--- config.mk ---
export PLATFORM = sky130hd
export DESIGN_NAME = mac_accumulator
export DESIGN_NICKNAME = d
export VERILOG_FILES = /design/src/rtl/mac_accumulator.sv
export SDC_FILE = /design/constraint.sdc
export NUM_CORES = 1
export LEC_CHECK = 0
export CAP_MARGIN = 10
export CORE_MARGIN = 3
export CORE_UTILIZATION = 30
export DETAILED_ROUTE_END_ITERATION = 10
export PLACE_DENSITY = 0.49
export SLEW_MARGIN = 40
export SYNTH_ARGS = -nofsm -noshare
export SYNTH_HDL_FRONTEND = slang
export SYNTH_SLANG_ARGS = --single-unit
--- constraint.sdc ---
create_clock -name clk -period 4.18 [get_ports clk]
set_input_delay 0.627 -clock clk [delete_from_list [all_inputs] [get_ports clk]]
set_output_delay 0.627 -clock clk [all_outputs]
set_load 0.01 [all_outputs]
--- src/rtl/mac_accumulator.sv ---
// ============================================================================
//  Module   : mac_accumulator (with helper module multiplier)
//  Function : Pipelined multiply-accumulate over last-terminated bursts,
//             result held on a valid/ready port. Optional MAC_SATURATE_EN.
//  Revision : 1.0 - initial release
// ============================================================================
`default_nettype none

module multiplier #(
    parameter int bit_width = 8
) (
    input  logic [bit_width-1:0] a,
    input  logic [bit_width-1:0] b,
    output logic [bit_width-1:0] product
);
    assign product = a * b;
endmodule

module mac_accumulator #(
    parameter int bit_width = 8,
    parameter int acc_width = 16,
    parameter int cnt_width = 8
) (
    input  logic                 clk,
    input  logic                 rst_n,
    input  logic                 in_valid,
    output logic                 in_ready,
    input  logic [bit_width-1:0] in_a,
    input  logic [bit_width-1:0] in_b,
    input  logic                 in_last,
    output logic                 out_valid,
    input  logic                 out_ready,
    output logic [acc_width-1:0] out_sum,
    output logic [cnt_width-1:0] out_count,
    output logic                 out_ovf
);
    typedef enum logic [1:0] {
        ST_ACCUM = 2'd0,
        ST_DRAIN = 2'd1,
        ST_HOLD  = 2'd2
    } state_t;

    state_t r_state;
    state_t w_state_next;

    logic [bit_width-1:0] w_prod;
    logic [acc_width-1:0] w_prod_ext;
    logic                 w_in_hs;
    logic                 w_out_hs;
    logic [acc_width:0]   w_sum_full;
    logic                 w_carry;
    logic [acc_width-1:0] w_acc_next;

    logic [acc_width-1:0] r_p;
    logic                 r_p_valid;
    logic [acc_width-1:0] r_acc;
    logic [cnt_width-1:0] r_cnt;
    logic                 r_ovf;
    logic                 r_out_valid;
    logic [acc_width-1:0] r_out_sum;
    logic [cnt_width-1:0] r_out_count;
    logic                 r_out_ovf;

    multiplier #(.bit_width(bit_width)) u_mult (
        .a       (in_a),
        .b       (in_b),
        .product (w_prod)
    );

    assign w_prod_ext = acc_width'(w_prod);
    assign in_ready   = (r_state == ST_ACCUM);
    assign w_in_hs    = in_valid && in_ready;
    assign w_out_hs   = r_out_valid && out_ready;

    assign w_sum_full = {1'b0, r_acc} + {1'b0, r_p};
    assign w_carry    = w_sum_full[acc_width];

`ifdef MAC_SATURATE_EN
    assign w_acc_next = w_carry ? {acc_width{1'b1}} : w_sum_full[acc_width-1:0];
`else
    assign w_acc_next = w_sum_full[acc_width-1:0];
`endif

    // DRAIN waits until the last product has been folded into r_acc.
    always_comb begin
        w_state_next = r_state;
        case (r_state)
            ST_ACCUM: if (w_in_hs && in_last) w_state_next = ST_DRAIN;
            ST_DRAIN: if (!r_p_valid)         w_state_next = ST_HOLD;
            ST_HOLD:  if (w_out_hs)           w_state_next = ST_ACCUM;
            default:                          w_state_next = ST_ACCUM;
        endcase
    end

    always_ff @(posedge clk) begin
        if (!rst_n) begin
            r_state     <= ST_ACCUM;
            r_p         <= '0;
            r_p_valid   <= 1'b0;
            r_acc       <= '0;
            r_cnt       <= '0;
            r_ovf       <= 1'b0;
            r_out_valid <= 1'b0;
            r_out_sum   <= '0;
            r_out_count <= '0;
            r_out_ovf   <= 1'b0;
        end else begin
            r_state   <= w_state_next;
            r_p_valid <= w_in_hs;
            if (w_in_hs) begin
                r_p <= w_prod_ext;
            end

            if (w_out_hs) begin
                r_acc <= '0;
                r_cnt <= '0;
                r_ovf <= 1'b0;
            end else if (r_p_valid) begin
                r_acc <= w_acc_next;
                r_cnt <= r_cnt + 1'b1;
                if (w_carry) begin
                    r_ovf <= 1'b1;
                end
            end

            if (r_state == ST_DRAIN && !r_p_valid) begin
                r_out_valid <= 1'b1;
                r_out_sum   <= r_acc;
                r_out_count <= r_cnt;
                r_out_ovf   <= r_ovf;
            end else if (w_out_hs) begin
                r_out_valid <= 1'b0;
            end
        end
    end

    assign out_valid = r_out_valid;
    assign out_sum   = r_out_sum;
    assign out_count = r_out_count;
    assign out_ovf   = r_out_ovf;

endmodule

`default_nettype wire

# Yosys cells after proc, flatten, opt, wreduce, memory -nomap -nowiden
# Cells that the tools add are included.
# W data, S select, Z words.
[word_totals] output_inout_bits=27 word_cells=35 mem_bits_rw=0 ff_bits=62 latch_bits=0 memories=0 rom_bits=0
[op_classes] n_eq_ne=5 magnitude_cmp=0 div=0 multipliers=1 bitwise=1 shift=0 reduce_logical=10 addsub=2 muxes=6
[ops] cell="$add A16 B8 Y17" n=1
[ops] cell="$add A8 B1 Y8 const B" n=1
[ops] cell="$mul A8 B8 Y8" n=1
[ops] cell="$mux W2" n=3
[ops] cell="$pmux W2 S3" n=1
[ops] cell="$logic_and A1 B1 Y1" n=4
[ops] cell="$ne A2 B2 Y1 const B" n=2
[ops] cell="$reduce_and A3 Y1" n=1
[ops] cell="$eq A2 B1 Y1 const B" n=1
[ops] cell="$eq A2 B2 Y1 const B" n=1
[ops] cell="$logic_not A2 Y1" n=1
[ops] cell="$mux W1" n=2
[ops] cell="$ne A2 B1 Y1 const B" n=1
[ops] cell="$reduce_and A2 Y1" n=1
[ops] cell="$reduce_bool A2 Y1" n=1
[ops] cell="$reduce_or A2 Y1" n=1
[ops] cell="$logic_not A1 Y1" n=1
[ops] cell="$not A1 Y1" n=1

# Longest topological paths before layout
# Gate-level depths: netlist (run 1).
[logic_depth] ltp_word=5 ltp_mapped=15 ltp_nobuf=15

# Cells and area by module
# A second synthesis (run 1) with hierarchy kept.
[unflattened] hier_cells=436 area_unflattened_um2=3788.6
[by_module_without_submodules] mod="mac_accumulator" seq_area_each_um2=1241.2 cells_each=334 instances=1 area_per_inst_um2=2902.8
[by_module_without_submodules] mod="multiplier" seq_area_each_um2=0.0 cells_each=102 instances=1 area_per_inst_um2=885.8

# Worst setup path after synthesis (run 1)
# OpenSTA, ideal clock, no wires.
[synth_timing] path_kind="input to register" startpoint="in in_a[1]" endpoint="reg r_p[7]" path_buffers=0 setup_time_ns=0.118 stages=14 setup_slack_ns=0.151 arrival_ns=3.911 required_ns=4.062 cell_sequence="nand2_1 fa_1 fa_1 inv_1 fa_1 inv_1 fa_1 inv_1 ha_1 a21oi_1 xnor3_1 xnor3_1 nand2_1 a21boi_2"
[synth_between] elab_chain_len=1
[synth_rtl] element="from (decl)" line_no="28" rtl="input logic [bit_width-1:0] in_a,"
[synth_rtl] element="$mul A8 B8 Y8" line_no="16" rtl="assign product = a * b;"
[synth_rtl] element="to (signal assigned)" line_no="111" rtl="r_p <= w_prod_ext;"
[synth_rtl] element="to (decl)" line_no="54" rtl="logic [acc_width-1:0] r_p;"
# No other way between the ends.
# A chain may end at the register's enable or synchronous reset.

# Worst setup path after layout (run 1)
[layout_timing] startpoint="in in_a[0]" endpoint="reg r_p[7]"
# The elaborated chain is that of the path after synthesis.

==> results of run 1 <==
cell usage after synthesis, drive strengths merged (2+ instances only):
cell type   n
a211oi      4
a21boi     34
a21o        3
a21oi      13
a31oi       2
a41o        2
and2       20
and3        3
buf         3
clkbuf     12
dfxtp      62
fa         13
ha         25
inv        29
mux2i       8
nand2      99
nand2b      5
nand3       6
nand3b      3
nand4       5
nor2       20
nor2b       4
nor3        3
o21ai       9
o21bai      2
or3         3
xnor2      14
xnor3       2
xor2        9
layer usage:
metal  global-route usage  vias to the layer above
met5                    0                        -
met1                0.165                     1347
met4               0.0348                        0
li1                     -                     1529
met2                0.205                       41
met3               0.0334                        8
timing repair:
| action | 4_1_cts | 5_1_grt |
|---|---|---|
| buffers inserted | 0 | 2 |
| pin swaps | 1 | 1 |
| endpoints found under the hold margin | 0 | 0 |
| endpoints found under the setup margin | 1 | 1 |
| resized for setup | 4 | 9 |
where the power goes:
group          leakage, nW  total [mW]  switching [mW]  internal [mW]
Combinational         1.28       0.387           0.184          0.203
Clock                0.162       0.810           0.256          0.554
Sequential           0.502       0.634          0.0195          0.614
Total                 1.94        1.83           0.460           1.37
stage by stage:
stage / setup WS, ns / std cells
6_report: 0.216 / 635
5_1_grt: 0.0105 / 635
4_1_cts: 0.00834 / 633
3_5_place_dp: -0.549 / 617
3_3_place_gp: -0.452 / 617
2_1_floorplan: 0.151 / 423
cells by family after synthesis:
family | count (synthesis) | share of synthesized area
simple gates | 173 | 0.218
mux | 8 | 0.0221
fa+ha+maj | 38 | 0.158
flops | 62 | 0.343
buf+inv | 44 | 0.0481
xor+xnor | 25 | 0.0702
compound gates | 73 | 0.140
registers in the layout, summed over array words and instances (netlist names):
| register | count |
|---|---|
| r_p | 8 |
| out_sum | 16 |
| r_p_valid | 1 |
| r_cnt | 8 |
| r_acc | 16 |
| out_count | 8 |
| out_ovf | 1 |
| r_state | 2 |
| out_valid | 1 |
| r_ovf | 1 |
layout make-up:
class                      count  area, sq um  share of cell area
clock buffer                  11          253              0.0534
clock inverter                 5         81.3              0.0172
inverter                      29          109              0.0230
multi-input combinational    317         2230               0.471
sequential                    62         1240               0.262
tap                          143          179              0.0378
timing repair buffer          68          639               0.135
how the worst min path moves through the flow:
| stage | depth (start not counted) | end |
|---|---|---|
| global route | 2 | r_p[0] |
| floorplan | 1 | r_ovf |
| CTS | 2 | out_sum[0] |
| detailed placement | 2 | out_sum[0] |
| finish | 2 | out_sum[0] |
| global placement | 2 | out_sum[3] |
worst reg2reg max path: stages, from the launching register on:
cell and delay [ns]:
dfxtp_1 0.36, ha_1 0.18, inv_1 0.05, fa_1 0.39, nor2b_1 0.12, o21ai_0 0.11, a21oi_1 0.23, o21bai_1 0.21
a211oi_1 0.33, mux2i_1 0.21
==> flow_summary.ini, run 1 <==
[outcome]
status = completed

[worst_setup_path]
timing.critical_path.to = r_p[7]
critical_path.startpoint = in_a[0]
worst-path-stages = 16
critPathRequiredTime_ns = 4.44
r2r.worst_path.cells = 9
arrival_ns = 4.22
critical-path-top-delay-family = adder cells
timing.critical_path.from_type = primary input
critPathKind = in2reg
critical_register_to_register_path_startpoint = r_acc[0]
worstSetupEndpointType = flip-flop
path_buf_inv = 4
critPathMaxFanout = 3
slowest_delay_ns = 0.52
timing.critical_path.cells = clkdlybuf4s50_1 > nand2_1 > fa_1 > inv_2 > fa_1 > ha_1 > inv_1 > fa_1 > inv_1 > ha_1 > a21o_1 > a21oi_2 > xnor3_1 > xnor3_1 > nand2_1 > a21boi_2
timing.critical_path.mode_cell = fa_1
crit_path_top_delay_cell = fa_1
regToRegSetupSlack_ns = 1.91
timing.rr.end = r_acc[14]

[yosys]
synth_warnings = 0
synth-async-reset-ratio = 0
post_synth_instance_area_sq_um = 3620
syn_inst = 423
netlist.area_leader.share = 0.343
synth_ff_type = dfxtp_1
synth_edf_count = 0
synthesis.area_per_instance_sq_um = 8.55
postSynthNetCount = 482
netlist-cell-type-count = 41
yosys.area.top_type = dfxtp_1
post_synth_main_area_contributors = dfxtp_1 34%, nand2_1 10%, ha_1 8.7%
synth.ff_latch_count = 62
synth_seq_area_share = 0.343

[cells_and_area]
area_growth_syn_to_layout_pct = 30.8
fraction_of_final_layout_cells_with_drive_strength_greater_than_1 = 0.104
n_antenna_cell = 0
utilization = 0.407
fillers = 1186
layout.nets = 546
layout.cells.most_common = nand2_1
layout.cell_area.non_filler_sq_um = 4730
layout_common_cells = 96 x nand2_1, 62 x dfxtp_1, 41 x clkdlybuf4s50_1, 33 x a21boi_0, 28 x inv_1

[global_routing]
grt_max_degree = 40
initial_antenna_violation_count = 0
grt_pass1_vias = 2894
global_route.usage.total = 0.126
global_route.overflow_total = 0
grt_pass1_wl_um = 13500

[timing]
hold_ws_ns = 0.458
final-max-slew-violation-count = 0
fin_clk_skew_ns = 0.00295
max_freq_ghz = 0.252
fin_crit_ns = 3.96
max_slew.worst_pin.slew_ns = 0.734
timing.setup.tns_ns = 0
post-route-period-util = 0.948
slew_headroom = 0.509
grt_setup_unrepaired = false
final_setup_violation_count = 0
finalHoldViolCount = 0

[drt]
route.antenna.remaining_nets = 0
initialDrtViolationCount = 86
detail_route.wirelength_um = 7780
firstDrtPassIters = 5
met3_routed_wl_um = 211
route.detailed.drc = 0
routed_wire_length_per_instance_um = 12.3
vias = 2925
top_layer_used = met4
dr_wl_met2_um = 3610
vias_per_cell = 4.61
route.layer.met1.wl_um = 3870

[floorplanning]
io_pins = 48
rows = 39
die-area_sq_um = 13400
fp.dieW_um = 116
floorplan.die.height_um = 116
std_cell_core_area_sq_um = 11600
initial_utilization = 0.311

[clock_tree]
cts_hold_buffers = 0
cts.sink_count = 62
tritoncts.num_buffers = 9
ctsHtreeMaxLevel = 3
cts-root-to-sink-buffers = 2
cts_root_buffer = clkbuf_16
clk_latency_ns = 0.32
tritoncts_clock_tree = built
clk_pin_slew_worst_paths_ns = 0.05

[pwr]
finalPower_mw = 1.83
p_leak_nw = 1.94
power.ir.vdd_worst_v = 0.000178
p_per_area_nw_per_um2 = 387

[run]
maxCapViolations = 0

[place]
placed_cell_area_sq_um = 4350
dp.final_hpwl_um = 5770
numPortBuffers = 47
routability_congestion = 0.776

[min_path]
min-delay-start = out_sum[0]
worstHoldPathType = reg2reg
No activity file was read; power rests on OpenSTA's default activity.
==> inputs of run 2 (changes only) <==
Settings changed: GPL_ROUTABILITY_DRIVEN from default to 0.
==> results of run 2 <==
The final DEF is identical to that of run 1; final timing and power are the same.
==> inputs of run 3 (changes only) <==
Settings changed: CORE_MARGIN 3 to 5.
==> flow_summary.ini, run 3 (synthesized netlist as in run 1, its figures left out) <==
[worst_setup_path]
slowest_delay_ns = 0.53
critical_register_to_register_path_startpoint = r_acc[0]
critPathMaxFanout = 2
r2r.worst_path.cells = 9
timing.critical_path.cells = clkdlybuf4s50_1 > nand2_1 > fa_1 > inv_1 > ha_1 > fa_1 > inv_1 > fa_1 > inv_1 > ha_4 > a21oi_2 > xnor3_1 > xnor3_1 > nand2_1 > a21boi_2
timing.critical_path.to = r_p[7]
timing.critical_path.from_type = primary input
worstSetupEndpointType = flip-flop
timing.rr.end = r_acc[12]
regToRegSetupSlack_ns = 1.92
crit_path_top_delay_cell = fa_1
critPathKind = in2reg
critical_path.startpoint = in_a[4]
critPathRequiredTime_ns = 4.44
arrival_ns = 4.19

[global_routing]
grt_max_degree = 40
global_route.overflow_total = 0
global_route.usage.total = 0.116
grt_pass1_vias = 2943
grt_pass1_wl_um = 13800
initial_antenna_violation_count = 0

[timing]
grt_setup_unrepaired = false
slew_headroom = 0.525
fin_crit_ns = 3.93
max_slew.worst_pin.slew_ns = 0.711
max_freq_ghz = 0.254
timing.setup.tns_ns = 0
layout_setup_ws_ns = 0.248
final-max-slew-violation-count = 0
fin_clk_skew_ns = 0.00618
finalHoldViolCount = 0
post-route-period-util = 0.941
final_setup_violation_count = 0

[pwr]
p_per_area_nw_per_um2 = 388
share_clk_of_total_power = 0.445
power.ir.vdd_worst_v = 0.000197
p_seq_frac = 0.343
power.share.switching = 0.254
power.combinational.fraction = 0.211
power.net_switching_mw = 0.466
p_leak_nw = 1.94
p_int_mw = 1.37

[drt]
route.detailed.drc = 0
firstDrtPassIters = 4
routed_wire_length_per_instance_um = 12.1
vias = 2932
route.antenna.remaining_nets = 0
detail_route.wirelength_um = 7720
vias_per_cell = 4.60
initialDrtViolationCount = 121

[cells_and_area]
area_growth_syn_to_layout_pct = 30.8
layout_common_cells = 96 x nand2_1, 62 x dfxtp_1, 40 x clkdlybuf4s50_1, 33 x a21boi_0, 29 x inv_1
fraction_of_final_layout_cells_with_drive_strength_greater_than_1 = 0.0998
layout.cells.most_common = nand2_1
n_antenna_cell = 0
layout.nets = 545

[floorplanning]
fp.dieW_um = 120
initial_utilization = 0.304
rows = 40
floorplan.die.height_um = 120
std_cell_core_area_sq_um = 11900
io_pins = 48
die-area_sq_um = 14300

[clock_tree]
cts_root_buffer = clkbuf_16
ctsHtreeMaxLevel = 3
postCtsSetupRepairBufs = 0
cts.sink_count = 62
clk_latency_ns = 0.32
tritoncts.num_buffers = 9
tritoncts_clock_tree = built
clk_pin_slew_worst_paths_ns = 0.06
cts_hold_buffers = 0
cts-root-to-sink-buffers = 2

[place]
numPortBuffers = 47
dp.final_hpwl_um = 5890
dp_worst_setup_slack_ns = -0.526

[outcome]
status = completed

[run]
maxCapViolations = 0

[min_path]
worstHoldPathType = reg2reg
min_delay_path_depth = 2
min-delay-start = out_count[4]
run 3: cell count changes in the layout (fill, tap and decap cells not counted), sizes merged:
cell,change
clkdlybuf4s50,-1
dlygate4sd2,+1
buf,-1
run 3: cell type report:
type | instances | area, sq um
fill | 1269 | 7180
inverter | 29 | 109
multi-input combinational | 317 | 2230
clock inverter | 5 | 81.3
timing repair buffer | 67 | 634
tap | 147 | 184
sequential | 62 | 1240
clock buffer | 11 | 253
run 3: routing by layer:
metal  track usage  share of wire  vias to the layer above
met4        0.0344          0.011                        0
met3        0.0278          0.031                        7
met5             0              0                        -
met1         0.152           0.50                     1354
met2         0.189           0.46                       46
li1              -              -                     1525
run 3: power by group through the flow:
stage | registers [mW] | logic, mW | clock network (mW)
detailed placement | 0.643 | 0.378 | 0
finish | 0.631 | 0.388 | 0.818
CTS | 0.631 | 0.396 | 0.837
floorplan | 0.639 | 0.262 | 0
global placement | 0.643 | 0.373 | 0
global route | 0.634 | 0.450 | 0.870
run 3: critical path: cells and delay by family:
| kind | cells | cell delay (ns) |
|---|---|---|
| XOR/XNOR | 2 | 0.43 |
| adder cells (fa/ha/maj) | 5 | 2.07 |
| AO/OA/AOI/OAI | 2 | 0.26 |
| AND/OR/NAND/NOR | 2 | 0.15 |
| buffers and inverters | 4 | 0.64 |
run 3: how the worst min path moves through the flow:
stage | to | slack, ns
global placement | out_count[4] | 0.45
CTS | out_sum[4] | 0.46
floorplan | r_ovf | 0.44
finish | out_count[4] | 0.46
global route | out_count[0] | 0.49
detailed placement | out_sum[4] | 0.46
run 3: what timing repair did:
| action | CTS | global route |
|---|---|---|
| pin swaps | 2 | 0 |
| endpoints found under the setup margin | 1 | 1 |
| resized for setup | 6 | 8 |
run 3: through the flow:
step | util | instance area (sq um) | std cells | hold slack, ns | total power, mW
after floorplan | - | 3620 | 423 | 0.440 | 0.901
after global placement | 0.366 | 4360 | 622 | 0.452 | 1.02
after detailed placement | 0.366 | 4360 | 622 | 0.455 | 1.02
after CTS | 0.395 | 4710 | 638 | 0.463 | 1.86
after global routing | 0.397 | 4730 | 638 | 0.485 | 1.95
final | 0.397 | 4730 | 638 | 0.458 | 1.84
